--- src/rtl/ppm_sram_writer_pkg.sv ---
// Shared definitions for the PPM image loader and the VGA read path:
// FSM state encoding, the PPM header line terminator and the frame geometry.
package ppm_sram_writer_pkg;

  typedef enum logic [2:0] {
    S_IDLE,
    S_HEADER,
    S_HIGH,
    S_LOW,
    S_DONE
  } state_t;

  localparam logic [7:0] PPM_LF = 8'h0A;

  // 320x240 RGB, two bytes per SRAM word
  localparam int FRAME_WIDTH  = 320;
  localparam int FRAME_HEIGHT = 240;
  localparam int FRAME_WORDS  = FRAME_WIDTH * FRAME_HEIGHT * 3 / 2;

endpackage

--- src/rtl/ppm_sram_writer_if.sv ---
// Byte-stream input and SRAM write-port bundle of the PPM loader.
// slave is the writer's view, master is the view of whoever feeds bytes
// and observes the SRAM side.
interface ppm_sram_writer_if;

  logic        Enable;
  logic        Byte_valid;
  logic [7:0]  Byte_data;
  logic [17:0] SRAM_address;
  logic [15:0] SRAM_write_data;
  logic        SRAM_we_n;
  logic [16:0] Word_count;
  logic        Busy;
  logic        Done;

  modport master (
    output Enable, Byte_valid, Byte_data,
    input  SRAM_address, SRAM_write_data, SRAM_we_n, Word_count, Busy, Done
  );

  modport slave (
    input  Enable, Byte_valid, Byte_data,
    output SRAM_address, SRAM_write_data, SRAM_we_n, Word_count, Busy, Done
  );

endinterface

--- src/rtl/ppm_sram_writer.sv ---
// Loads a binary PPM byte stream into SRAM: skips the text header (a fixed
// number of LF-terminated lines), packs payload bytes big-endian into 16-bit
// words and writes them to consecutive SRAM addresses with a one-cycle
// active-low write strobe.
module ppm_sram_writer
  import ppm_sram_writer_pkg::*;
#(
  parameter logic [17:0] BASE_ADDRESS = 18'd0,
  parameter int          HEADER_LINES = 3,
  parameter int          NUM_WORDS    = FRAME_WORDS
) (
  input  logic             Clock_50,
  input  logic             Resetn,
  ppm_sram_writer_if.slave bus
);

  localparam logic [7:0]  LF_LAST   = 8'(HEADER_LINES - 1);
  localparam logic [16:0] LAST_WORD = 17'(NUM_WORDS - 1);

  state_t      state;
  state_t      next_state;
  logic [7:0]  lf_count;
  logic [7:0]  hold;
  logic [17:0] address;
  logic [15:0] write_data;
  logic        we_n;
  logic [16:0] word_count;
  logic        busy;
  logic        done;

  logic        start_session;
  logic        count_lf;
  logic        load_hold;
  logic        issue_write;

  // State register
  always_ff @(posedge Clock_50 or negedge Resetn) begin
    if (!Resetn) state <= S_IDLE;
    else         state <= next_state;
  end

  // Next-state and per-cycle control strobes; Enable low aborts any active phase
  always_comb begin
    next_state    = state;
    start_session = 1'b0;
    count_lf      = 1'b0;
    load_hold     = 1'b0;
    issue_write   = 1'b0;
    case (state)
      S_IDLE: begin
        if (bus.Enable) begin
          next_state    = S_HEADER;
          start_session = 1'b1;
        end
      end
      S_HEADER: begin
        if (!bus.Enable) begin
          next_state = S_IDLE;
        end else if (bus.Byte_valid && (bus.Byte_data == PPM_LF)) begin
          count_lf = 1'b1;
          if (lf_count == LF_LAST) next_state = S_HIGH;
        end
      end
      S_HIGH: begin
        if (!bus.Enable) begin
          next_state = S_IDLE;
        end else if (bus.Byte_valid) begin
          load_hold  = 1'b1;
          next_state = S_LOW;
        end
      end
      S_LOW: begin
        if (!bus.Enable) begin
          next_state = S_IDLE;
        end else if (bus.Byte_valid) begin
          issue_write = 1'b1;
          next_state  = (word_count == LAST_WORD) ? S_DONE : S_HIGH;
        end
      end
      S_DONE: begin
        if (!bus.Enable) next_state = S_IDLE;
      end
      default: next_state = S_IDLE;
    endcase
  end

  // High byte holding register; a stale value is harmless since every word
  // reloads it before use
  always_ff @(posedge Clock_50) begin
    if (load_hold) hold <= bus.Byte_data;
  end

  // Counters, write strobe and registered status. A pending write pulse
  // always retires (address/count advance) even if the session was aborted.
  always_ff @(posedge Clock_50 or negedge Resetn) begin
    if (!Resetn) begin
      lf_count   <= 8'd0;
      address    <= BASE_ADDRESS;
      write_data <= 16'd0;
      we_n       <= 1'b1;
      word_count <= 17'd0;
      busy       <= 1'b0;
      done       <= 1'b0;
    end else begin
      if (start_session) begin
        lf_count   <= 8'd0;
        address    <= BASE_ADDRESS;
        word_count <= 17'd0;
      end else begin
        if (count_lf) lf_count <= lf_count + 8'd1;
        if (!we_n) begin
          address    <= address + 18'd1;
          word_count <= word_count + 17'd1;
        end
      end
      we_n <= ~issue_write;
      if (issue_write) write_data <= {hold, bus.Byte_data};
      busy <= (next_state == S_HEADER) || (next_state == S_HIGH) || (next_state == S_LOW);
      done <= (next_state == S_DONE);
    end
  end

  assign bus.SRAM_address    = address;
  assign bus.SRAM_write_data = write_data;
  assign bus.SRAM_we_n       = we_n;
  assign bus.Word_count      = word_count;
  assign bus.Busy            = busy;
  assign bus.Done            = done;

endmodule

--- src/flat_wrapper.sv ---
// flat-port wrapper written by rule: the top's interface ports become plain ports
module ppm_sram_writer_flat import ppm_sram_writer_pkg::*;
#(
  parameter logic [17:0] BASE_ADDRESS = 18'd0,
  parameter int          HEADER_LINES = 3,
  parameter int          NUM_WORDS    = FRAME_WORDS
)
  (Clock_50, Resetn, bus_Enable, bus_Byte_valid, bus_Byte_data, bus_SRAM_address, bus_SRAM_write_data, bus_SRAM_we_n, bus_Word_count, bus_Busy, bus_Done);
  ppm_sram_writer_if bus_i ();
  input  logic Clock_50;
  input  logic Resetn;
  input wire logic [$bits(bus_i.Enable)-1:0] bus_Enable;
  input wire logic [$bits(bus_i.Byte_valid)-1:0] bus_Byte_valid;
  input wire logic [$bits(bus_i.Byte_data)-1:0] bus_Byte_data;
  output wire logic [$bits(bus_i.SRAM_address)-1:0] bus_SRAM_address;
  output wire logic [$bits(bus_i.SRAM_write_data)-1:0] bus_SRAM_write_data;
  output wire logic [$bits(bus_i.SRAM_we_n)-1:0] bus_SRAM_we_n;
  output wire logic [$bits(bus_i.Word_count)-1:0] bus_Word_count;
  output wire logic [$bits(bus_i.Busy)-1:0] bus_Busy;
  output wire logic [$bits(bus_i.Done)-1:0] bus_Done;
  assign bus_i.Enable = bus_Enable;
  assign bus_i.Byte_valid = bus_Byte_valid;
  assign bus_i.Byte_data = bus_Byte_data;
  assign bus_SRAM_address = bus_i.SRAM_address;
  assign bus_SRAM_write_data = bus_i.SRAM_write_data;
  assign bus_SRAM_we_n = bus_i.SRAM_we_n;
  assign bus_Word_count = bus_i.Word_count;
  assign bus_Busy = bus_i.Busy;
  assign bus_Done = bus_i.Done;
  ppm_sram_writer #(.BASE_ADDRESS(BASE_ADDRESS), .HEADER_LINES(HEADER_LINES), .NUM_WORDS(NUM_WORDS)) u_core (.Clock_50(Clock_50), .Resetn(Resetn), .bus(bus_i));
endmodule
--- config.mk ---
export PLATFORM = sky130hd
export DESIGN_NAME = ppm_sram_writer_flat
export DESIGN_NICKNAME = d
export VERILOG_FILES = /design/src/rtl/ppm_sram_writer_pkg.sv /design/src/rtl/ppm_sram_writer_if.sv /design/src/rtl/ppm_sram_writer.sv /design/src/flat_wrapper.sv
export SDC_FILE = /design/constraint.sdc
export NUM_CORES = 1
export LEC_CHECK = 0
export CAP_MARGIN = 10
export CORE_ASPECT_RATIO = 0.8
export CORE_UTILIZATION = 45
export CTS_CLUSTER_DIAMETER = 100
export DETAILED_ROUTE_END_ITERATION = 12
export PLACE_DENSITY = 0.8
export SYNTH_ARGS = -nofsm -noshare
export SYNTH_HDL_FRONTEND = slang
export SYNTH_SLANG_ARGS = --single-unit
export TNS_END_PERCENT = 20
--- constraint.sdc ---
create_clock -name Clock_50 -period 1.9 [get_ports Clock_50]
set_input_delay 0.38 -clock Clock_50 [delete_from_list [all_inputs] [get_ports Clock_50]]
set_output_delay 0.38 -clock Clock_50 [all_outputs]
set_load 0.02 [all_outputs]
### Word-level counts from Yosys, hierarchy flattened

Index checks and enable logic that the tools add are counted.

* word-level logic and storage cells: 56
* register bits after elaboration: 73
* output and inout port bits: 54
* input port bits: 12

* $add $sub $neg: 3
* bitwise gates (word level): 1
* reduce and logical (&&, ||, !) cells: 5
* mux-type cells: 26
* equality and inequality tests: 12

Operators by type and width (count)
* two-way mux 18 bit: 2
* two-way mux 17 bit: 2
* two-way mux 3 bit: 10
* adder 18 x 1 -> 18 bit (second input constant): 1
* adder 17 x 1 -> 17 bit (second input constant): 1
* equality test 17 bit (second input constant): 1
* two-way mux 8 bit: 2
* case mux 3 bit (5 select lines): 1
* equality test 3 x 2 -> 1 bit (second input constant): 4
* two-way mux 1 bit: 9
* adder 8 x 1 -> 8 bit (second input constant): 1
* equality test 8 x 2 -> 1 bit (second input constant): 1
* equality test 8 x 4 -> 1 bit (second input constant): 1
* equality test 3 x 1 -> 1 bit (second input constant): 2
* equality test 3 bit (second input constant): 2
* zero test 3 bit: 1
* logical OR 1 bit: 2
* != test 2 bit (second input constant): 1
* nonzero test 2 bit: 1
* logical AND 1 bit: 1
* inverter 1 bit: 1

### Depth between registers and ports, before layout

Gate-level depths: netlist of the first run.

* depth in word-level cells: 8
* mapped depth: 6
* mapped depth without buffers: 5

### Worst setup path after synthesis of the first run

Ideal clock, no wire load.

* path type: register to register
* from: register u_core.word_count[0] (netlist: u_core.bus.Word_count[0])
* to: register u_core.word_count[16] (netlist: u_core.bus.Word_count[16])
* slack: -43 ps
* buffers on the path: 0
* data arrival time: 1870 ps
* clock period less this slack: 1943 ps
* stages on the path, launching flop included: 6
* cells stage by stage: dfrtp_1 > ha_1 > nand4_2 > or4_4 > or3_1 > a21oi_2

* longest elaborated chain between the ends: 3

RTL lines
* start: declaration: RTL line ppm_sram_writer.sv:27 `logic [16:0] word_count;`
* start signal: assignment: RTL line ppm_sram_writer.sv:113 `word_count <= word_count + 17'd1;`
* adder 17 x 1 -> 17 bit: RTL line ppm_sram_writer.sv:113
* two-way mux 17 bit: RTL line ppm_sram_writer.sv:111 `if (!we_n) begin`
* two-way mux 17 bit: RTL line ppm_sram_writer.sv:105 `if (start_session) begin`

Every way passes these cells. The select of a mux whose other input is x is not followed.
A chain may end at the register's enable or synchronous reset.

### Final worst setup path of the first run

* from: register u_core.address[9] (netlist: u_core.bus.SRAM_address[9])
* to: output port bus_SRAM_address[9]

RTL lines
* start: declaration: RTL line ppm_sram_writer.sv:24 `logic [17:0] address;`
* start signal: assignment: RTL line ppm_sram_writer.sv:112 `address <= address + 18'd1;`
* end: declaration: RTL line flat_wrapper.sv:15 `output wire logic [$bits(bus_i.SRAM_address)-1:0] bus_SRAM_address;`

No word-level cell between the ends.

==> results of run 1 <==
-- where the power goes --
group          internal [mW]  leakage, nW  switching [mW]
clock                  0.500       0.0863           0.665
combinational         0.0599         1.01          0.0714
sequential              1.58        0.969         0.00542
-- sequential cells by signal, summed over array words and instances (netlist names) --
register / cells
u_core.bus.SRAM_address: 18
u_core.bus.Word_count: 17
u_core.bus.SRAM_write_data: 16
u_core.hold: 8
u_core.lf_count: 8
u_core.state: 3
u_core.bus.Busy: 1
u_core.bus.Done: 1
u_core.bus.SRAM_we_n: 1
-- routing by layer --
| layer | up-vias | global-route usage (%) | wire (um) |
|---|---|---|---|
| met3 | 13 | 6.04 | 428 |
| li1 | 1302 | - | - |
| met5 | - | 0 | 0 |
| met1 | 1369 | 27.4 | 3480 |
| met2 | 92 | 33.5 | 3670 |
| met4 | 0 | 7.50 | 122 |
-- logic make-up (layout without fill, tap and decap cells) --
kind of cell,after synthesis,after routing,share of synthesized area [%]
flops,73,73,54.7
xor+xnor,25,25,6.41
compound gates,36,36,6.70
fa+ha+maj,4,4,1.47
buf+inv,18,125,2.42
simple gates,125,125,21.5
mux,21,21,6.81
-- final timing paths --
check                                            from                             end  cells past startpoint
setup / recovery           u_core.bus.SRAM_address[9]             bus_SRAM_address[9]                      1
setup reg to reg             u_core.bus.Word_count[0]       u_core.bus.Word_count[16]                      5
max in group asynchronous                      Resetn            u_core.bus.SRAM_we_n                      3
min in group asynchronous                      Resetn  u_core.bus.SRAM_write_data[14]                      2
hold reg to reg                        u_core.hold[6]  u_core.bus.SRAM_write_data[14]                      1
hold / removal                       bus_Byte_data[7]                  u_core.hold[7]                      1
-- layout by cell type, fill, tap and decap left out, types with 8 or more instances in the layout --
| master | n |
|---|---|
| a21oi_1 | 13 |
| clkdlybuf4s50_1 | 54 |
| nand2_1 | 15 |
| mux2_2 | 18 |
| nor2_1 | 30 |
| inv_1 | 8 |
| or3_1 | 8 |
| buf_4 | 29 |
| clkbuf_8 | 9 |
| nand3_1 | 10 |
| dfrtp_1 | 62 |
| dlymetal6s2s_1 | 8 |
| xnor2_1 | 21 |
| edfxtp_1 | 8 |
-- metrics by stage --
step | setup TNS, ns | power (mW) | cells | hold WS (ns)
floorplan | 0 | 1.65 | 302 | 0.0844
global placement | -9.36 | 1.75 | 480 | 0.374
detailed placement | -11.19 | 1.75 | 480 | 0.382
CTS | -0.0158 | 2.91 | 497 | 0.455
global route | 0 | 3.00 | 499 | 0.274
finish | 0 | 2.88 | 499 | 0.278
-- timing repair --
action,4_1_cts,5_1_grt
pin swaps,2,2
setup buffers,0,2
endpoints found under the hold margin,18,0
hold buffers,1,0
gates resized for setup,4,11
setup endpoints to repair,6,13
-- area by class of cell --
class	instances	area, sq um
multi-input combinational	211	1490
clock buffer	9	124
clock inverter	7	62.6
fill	564	2680
sequential	73	1870
tap	90	113
timing repair buffer	101	987
inverter	8	30.0
==> reports/qor.yml, run 1 <==
synthTopCellsByCount: "dfrtp_1 (64), nor2_1 (31), xnor2_1 (21)"
grt.overflow.total: 0
viasPerCell: 5.56
synth_top_area_share_pct: 46.9
drtIter0Drc: 144
finish.utilization_pct: 63.6
placed_area_sq_mm: 0.00442
slew_violations: 0
wirelength_mm: 7.71
dieArea_sq_mm: 0.00794
antenna_found_initial: 0
grt_start_max_net_pins: 36
tritoncts: "built"
grt_pass1_vias: 2690
cts.sinks: 73
end_kind: "output port"
crit_fanout: 6
yosysMostFrequentCell: "dfrtp_1"
min_period_ns: 1.85
report.final.setup_viol: 0
finalWorstSetupSlack_ns: 0.0478
antenna_cells: 0
antenna_left: 0
syn_avg_cell_area_sq_um: 11.3
maxCapViolations: 0
max_clock_freq_ghz: 0.540
cts_inserted_buffers: 9
core_sq_mm: 0.00736
ys_ff_latch: 73
syn_inst: 302
area_delta_synth_final_pct: 36.9
p_leak_nw: 2.07
core.rowCount: 28
clock_skew_ns: 0.0116
yosysUniqueCellTypes: 47
dr_total_vias: 2776
track_usage_pct: 21.0
synth_area_leaders: "dfrtp_1 (47%), edfxtp_1 (7.0%), mux2_2 (5.9%)"
yosysWarnings: 0
hp-class: "input port to register"
seq_area_frac_synth_pct: 54.7
hpwl_mm: 5.35
regToRegSetupSlack_ns: 0.08
port_buffers: 65
slowest_stage: "clkdlybuf4s50_1"
drive_gt1_share_pct: 21.0
power_density_mw_per_mm2: 616
clk_latency_ns: 0.36
path_buf_inv: 1
rsz0062_at_grt: "false"
synth_edf_count: 8
firstDrtPassIters: 4
syn_area_sq_mm: 0.00342
syn_nets: 318
synth_flop_cell: "dfrtp_1"
cp.arrival_ns: 1.47
slowest_delay_ns: 0.65
crit_chain: "clkdlybuf4s50_1"
path_clk_slew_ns: 0.09
start_kind: "register"
start_util_pct: 46.4
pre_cts_slack_ns: -0.438
path_delay_family: "buffers and inverters"
hold_viol_final: 0
ctsLongestPathBuffers: 2
final_nets: 420
drc: 0
fin_area_sq_mm: 0.00468
yosys.area.top_type: "dfrtp_1"
wl_per_cell_um: 15.4
crit_type: "register to output port"
status: "complete, no violations"
place.gp.congestion: 0.806
worstPathRequired_ns: 1.52
cts_root_buf: "clkbuf_8"
cts_htree_levels: 3
async_flop_share_pct: 89.0
worst_slew_pin_slew_ns: 0.506
die_y_um: 79.9
final.period_utilization_pct: 97.5
die_w_um: 99.4
vdd_drop_max_uv: 396
slew_headroom_pct: 66.3
ios: 66
grt_pass1_wl_mm: 12.9
(Power assumes the default switching activity.)
==> run 2, diff against run 1 <==
--- a/config.mk
+++ b/config.mk
@@ -10,7 +10,8 @@
 export CORE_UTILIZATION = 45
 export CTS_CLUSTER_DIAMETER = 100
 export DETAILED_ROUTE_END_ITERATION = 12
-export PLACE_DENSITY = 0.8
+export DONT_BUFFER_PORTS = 1
+export PLACE_DENSITY = 0.69
 export SYNTH_ARGS = -nofsm -noshare
 export SYNTH_HDL_FRONTEND = slang
 export SYNTH_SLANG_ARGS = --single-unit
==> reports/qor.yml, run 2 (synthesis gave the netlist of run 1 again) <==
max_clock_freq_ghz: 0.561  # was 0.540 GHz
power_density_mw_per_mm2: 707  # was 616 mW/mm^2
crit_fanout: 8  # was 6
wirelength_mm: 7.16  # was 7.71 mm
die_y_um: 79.9  # unchanged
port_buffers: 0  # was 65
path_clk_slew_ns: 0.08  # was 0.09 ns
viasPerCell: 5.64  # was 5.56
clock_skew_ns: 0.00724  # was 0.0116 ns
power.switching_uw: 633  # was 741 uW
path_delay_family: "simple AND/OR/NAND/NOR gates"  # was buffers and inverters
sequentialPowerShare_pct: 55.8  # was 55.0%
fin_cells: 439  # was 499
place.gp.congestion: 0.783  # was 0.806
track_usage_pct: 18.7  # was 21.0%
crit_type: "register to register"  # was register to output port
worstPathRequired_ns: 2.17  # was 1.52 ns
final_nets: 360  # was 420
finalWorstSetupSlack_ns: 0.117  # was 0.0478 ns
status: "complete, no violations"  # unchanged
core_sq_mm: 0.00736  # unchanged
final.period_utilization_pct: 93.9  # was 97.5%
final_common_cell: "dfrtp_1"  # unchanged
slew_headroom_pct: 67.4  # was 66.3%
slew_violations: 0  # unchanged
hpwl_mm: 5.00  # was 5.35 mm
crit_chain: "nand4b_1 -> or4_4 -> or3_1 -> a21oi_2"  # was clkdlybuf4s50_1
grt_start_max_net_pins: 66  # was 36
cts_inserted_buffers: 9  # unchanged
power.internal_mw: 2.21  # was 2.14 mW
cts_root_buf: "clkbuf_8"  # unchanged
grt.overflow.total: 0  # unchanged
rsz0062_at_grt: "false"  # unchanged
tritoncts: "built"  # unchanged
vdd_drop_max_uv: 318  # was 396 uV
cts_resized: 0  # was 4
dr_total_vias: 2475  # was 2776
worst_slew_pin_slew_ns: 0.485  # was 0.506 ns
slowest_stage: "or4_4"  # was clkdlybuf4s50_1
ios: 66  # unchanged
ctsLongestPathBuffers: 2  # unchanged
placed_area_sq_mm: 0.00380  # was 0.00442 sq mm
p_leak_nw: 1.75  # was 2.07 nW
drc: 0  # unchanged
grt_pass1_wl_mm: 11.3  # was 12.9 mm
report.final.setup_viol: 0  # unchanged
hold_viol_final: 0  # unchanged
slowest_delay_ns: 0.53  # was 0.65 ns
path_buf_inv: 0  # was 1
final_cell_mix: "dfrtp_1 (62), buf_4 (37), nor2_1 (30)"  # was dfrtp_1 (62), clkdlybuf4s50_1 (54), nor2_1 (30)
cts.sinks: 73  # unchanged
start_kind: "register"  # unchanged
final.fill_count: 632  # was 564
fin_area_sq_mm: 0.00402  # was 0.00468 sq mm
clk_latency_ns: 0.34  # was 0.36 ns
end_kind: "register"  # was output port
maxCapViolations: 0  # unchanged
antenna_cells: 0  # unchanged
hp-class: "input port to register"  # unchanged
clkPwrFrac_pct: 41.4  # was 40.4%
comb_power_share_pct: 2.8  # was 4.6%
drive_gt1_share_pct: 24.6  # was 21.0%
pre_cts_slack_ns: 0.0217  # was -0.438 ns
largest_reg_flops: 18  # unchanged
cts_htree_levels: 3  # unchanged
grt_pass1_vias: 2283  # was 2690
antenna_found_initial: 0  # unchanged
drtIter0Drc: 96  # was 144
firstDrtPassIters: 4  # unchanged
area_delta_synth_final_pct: 17.8  # was 36.9%
dp_cells: 421  # was 480
core.rowCount: 28  # unchanged
min_period_ns: 1.78  # was 1.85 ns
cp.arrival_ns: 2.06  # was 1.47 ns
start_util_pct: 46.4  # unchanged
p_sw_share_pct: 22.3  # was 25.7%
tns_ns: 0  # unchanged
wl_per_cell_um: 16.3  # was 15.4 um
die_w_um: 99.4  # unchanged
antenna_left: 0  # unchanged
dieArea_sq_mm: 0.00794  # unchanged
run 2: cell types whose count changed in the layout (fill, tap and decap cells not counted), moves of 2 or more:
cell | before | now
dlymetal6s2s_1 | 8 | 0
inv_8 | 2 | 0
clkinv_2 | 0 | 2
buf_2 | 2 | 0
clkinvlp_4 | 3 | 1
dlygate4sd2_1 | 2 | 0
buf_12 | 4 | 2
clkbuf_1 | 0 | 2
clkdlybuf4s50_1 | 54 | 0
buf_4 | 29 | 37
nor4_1 | 7 | 9
inv_6 | 2 | 0
run 2: per-layer routing:
metal,track usage [%],up-vias,routed length (um)
met5,0,-,0
met4,5.88,0,44
met3,7.53,4,480
met2,29.0,58,3380
met1,24.0,1230,3260
li1,-,1183,-
run 2: timing repair:
action,4_1_cts,5_1_grt
hold endpoints to repair,65,0
hold buffers,2,0
buffers inserted,0,0
run 2: final timing paths:
path | startpoint | to | slack [ns] | depth (start not counted)
worst max-delay path | u_core.bus.SRAM_we_n | u_core.bus.Word_count[16] | 0.12 | 4
worst min-delay path | bus_Byte_data[5] | u_core.hold[5] | 0.13 | 0
worst max register to register | u_core.bus.SRAM_we_n | u_core.bus.Word_count[16] | 0.12 | 4
worst min register to register | u_core.lf_count[7] | u_core.lf_count[7] | 0.48 | 1
max in group asynchronous | Resetn | u_core.bus.SRAM_we_n | 1.03 | 2
min in group asynchronous | Resetn | u_core.bus.SRAM_address[16] | 0.55 | 2
run 2: power groups by stage:
| stage | clock (mW) | combinational, mW | sequential [mW] |
|---|---|---|---|
| after detailed placement | 0 | 0.0465 | 1.62 |
| final | 1.18 | 0.0810 | 1.59 |
| after global routing | 1.27 | 0.0905 | 1.59 |
| after global placement | 0 | 0.0463 | 1.62 |
| after CTS | 1.21 | 0.0833 | 1.59 |
| after floorplan | 0 | 0.0340 | 1.62 |
run 2: layout make-up:
cell class                 instances  area [sq um]  area share [%]
clock buffer                      11           131            3.26
clock inverter                     5          56.3            1.40
inverter                           8          30.0           0.746
multi-input combinational        211          1470            36.5
sequential                        73          1870            46.5
tap                               90           113            2.80
timing repair buffer              41           355            8.83
run 2: per-stage QoR:
step	util (%)	power [mW]	hold WS [ns]
6_report	54.7	2.85	0.132
5_1_grt	54.7	2.94	0.107
4_1_cts	54.7	2.88	0.116
3_5_place_dp	51.6	1.66	0.0859
3_3_place_gp	51.6	1.66	0.0861
2_1_floorplan	-	1.65	0.0844
==> run 3, diff against run 2 <==
--- a/config.mk
+++ b/config.mk
@@ -6,11 +6,11 @@
 export NUM_CORES = 1
 export LEC_CHECK = 0
 export CAP_MARGIN = 10
-export CORE_ASPECT_RATIO = 0.8
 export CORE_UTILIZATION = 45
 export CTS_CLUSTER_DIAMETER = 100
 export DETAILED_ROUTE_END_ITERATION = 12
 export DONT_BUFFER_PORTS = 1
+export GPL_ROUTABILITY_DRIVEN = 0
 export PLACE_DENSITY = 0.69
 export SYNTH_ARGS = -nofsm -noshare
 export SYNTH_HDL_FRONTEND = slang
==> reports/qor.yml, run 3 (synthesis gave the netlist of run 1 again) <==
viasPerCell: 5.51  # was 5.64
report.final.setup_viol: 0  # unchanged
min_period_ns: 1.76  # was 1.78 ns
crit_fanout: 6  # was 8
dieArea_sq_mm: 0.00794  # about the same
final_nets: 360  # unchanged
cts_inserted_buffers: 9  # unchanged
slowest_delay_ns: 0.53  # about the same
hp-start: "bus_Byte_data[4]"  # was bus_Byte_data[5]
antenna_left: 0  # unchanged
path_clk_slew_ns: 0.08  # about the same
power.switching_uw: 658  # was 633 uW
slew_headroom_pct: 72.9  # was 67.4%
ios: 66  # unchanged
power_density_mw_per_mm2: 739  # was 707 mW/mm^2
p_leak_nw: 1.77  # was 1.75 nW
final_common_cell: "dfrtp_1"  # unchanged
core_sq_mm: 0.00729  # was 0.00736 sq mm
dr_total_vias: 2467  # was 2475
start_util_pct: 46.8  # was 46.4%
port_buffers: 0  # unchanged
sequentialPowerShare_pct: 52.8  # was 55.8%
area_delta_synth_final_pct: 19.0  # was 17.8%
largest_reg_flops: 18  # unchanged
wirelength_mm: 7.06  # was 7.16 mm
hpwl_mm: 4.90  # was 5.00 mm
antenna_found_initial: 0  # unchanged
total_power_mw: 3.00  # was 2.85 mW
cts_resized: 0  # unchanged
worstPathRequired_ns: 2.17  # about the same
ctsLongestPathBuffers: 2  # unchanged
cts_root_buf: "clkbuf_8"  # unchanged
final_cell_mix: "dfrtp_1 (62), buf_4 (37), nor2_1 (30)"  # unchanged
hold_path_end: "u_core.hold[4]"  # was u_core.hold[5]
status: "complete, no violations"  # unchanged
p_sw_share_pct: 21.9  # was 22.3%
crit_chain: "nand4b_1 -> or4_4 -> or3_1 -> a21oi_2"  # unchanged
grt.overflow.total: 0  # unchanged
crit_type: "register to register"  # unchanged
start_kind: "register"  # unchanged
worstHoldPathCells: 0  # unchanged
drive_gt1_share_pct: 25.2  # was 24.6%
power.internal_mw: 2.35  # was 2.21 mW
firstDrtPassIters: 4  # unchanged
regToRegSetupSlack_ns: 0.14  # was 0.12 ns
vdd_drop_max_uv: 346  # was 318 uV
die_y_um: 89.1  # was 79.9 um
hp-class: "input port to register"  # unchanged
grt_pass1_vias: 2391  # was 2283
clkPwrFrac_pct: 44.4  # was 41.4%
final.period_utilization_pct: 92.8  # was 93.9%
antenna_cells: 0  # unchanged
end_kind: "register"  # unchanged
cts.sinks: 73  # unchanged
r2r_end: "u_core.bus.Word_count[16]"  # unchanged
die_w_um: 89.1  # was 99.4 um
rr_startpoint: "u_core.bus.SRAM_we_n"  # unchanged
hold_viol_final: 0  # unchanged
post-cts-setup-buffer-count: 0  # unchanged
maxCapViolations: 0  # unchanged
grt_pass1_wl_mm: 11.3  # about the same
slowest_stage: "or4_4"  # unchanged
tns_ns: 0  # unchanged
comb_power_share_pct: 2.8  # about the same
r2r_cells: 4  # unchanged
track_usage_pct: 18.8  # was 18.7%
cp.arrival_ns: 2.03  # was 2.06 ns
tritoncts: "built"  # unchanged
wl_per_cell_um: 15.8  # was 16.3 um
drc: 0  # unchanged
grt_start_max_net_pins: 66  # unchanged
rsz0062_at_grt: "false"  # unchanged
slew_violations: 0  # unchanged
postCtsHoldBufs: 2  # unchanged
cts_htree_levels: 3  # unchanged
clock_skew_ns: 0.0117  # was 0.00724 ns
core.rowCount: 31  # was 28
clk_latency_ns: 0.34  # about the same
worst_slew_pin_slew_ns: 0.401  # was 0.485 ns
max_clock_freq_ghz: 0.567  # was 0.561 GHz
drtIter0Drc: 92  # was 96
run 3: power groups by stage:
stage | Combinational [mW] | Sequential (mW) | Clock (mW)
after CTS | 0.0850 | 1.59 | 1.36
after global placement | 0.0471 | 1.62 | 0
final | 0.0833 | 1.59 | 1.33
after detailed placement | 0.0476 | 1.62 | 0
after global routing | 0.0933 | 1.59 | 1.44
after floorplan | 0.0340 | 1.62 | 0
run 3: stage by stage:
stage	worst slack [ns]	hold slack (ns)	instances	util (%)	area (sq um)
floorplan	0.0337	0.0844	302	-	3420
global placement	0.0909	0.0856	430	52.2	3810
detailed placement	0.0835	0.0859	430	52.2	3810
CTS	0.133	0.118	448	55.8	4070
global route	0.0357	0.109	448	55.8	4070
finish	0.136	0.136	448	55.8	4070
run 3: final cells by class:
cell class | instances | area, sq um
fill | 642 | 3230
sequential | 73 | 1870
multi-input combinational | 211 | 1470
timing repair buffer | 41 | 355
clock buffer | 9 | 124
tap | 99 | 124
clock inverter | 7 | 95.1
inverter | 8 | 30.0
run 3: worst max path at each step:
stage / startpoint / end / slack [ns] / cells past startpoint
6_report: u_core.bus.SRAM_we_n / u_core.bus.Word_count[16] / 0.14 / 4
5_1_grt: u_core.bus.SRAM_we_n / u_core.bus.Word_count[15] / 0.04 / 4
4_1_cts: u_core.bus.SRAM_we_n / u_core.bus.SRAM_address[17] / 0.13 / 4
3_5_place_dp: bus_Byte_data[5] / u_core.lf_count[2] / 0.08 / 5
3_3_place_gp: bus_Byte_data[5] / u_core.lf_count[3] / 0.09 / 5
2_1_floorplan: u_core.bus.Word_count[0] / u_core.bus.Word_count[16] / 0.03 / 5
run 3: per-layer routing:
metal | track usage [%] | routed length, um | share of wire [%]
met1 | 24.1 | 3150 | 45
met2 | 30.4 | 3430 | 49
met3 | 5.26 | 419 | 5.9
met4 | 7.07 | 65 | 0.92
met5 | 0 | 0 | 0
run 3: critical path, delay by kind of cell, from the launching register on:
| family | cells | cell delay [ns] |
|---|---|---|
| flops | 1 | 0.44 |
| simple gates | 3 | 1.12 |
| compound gates | 1 | 0.13 |
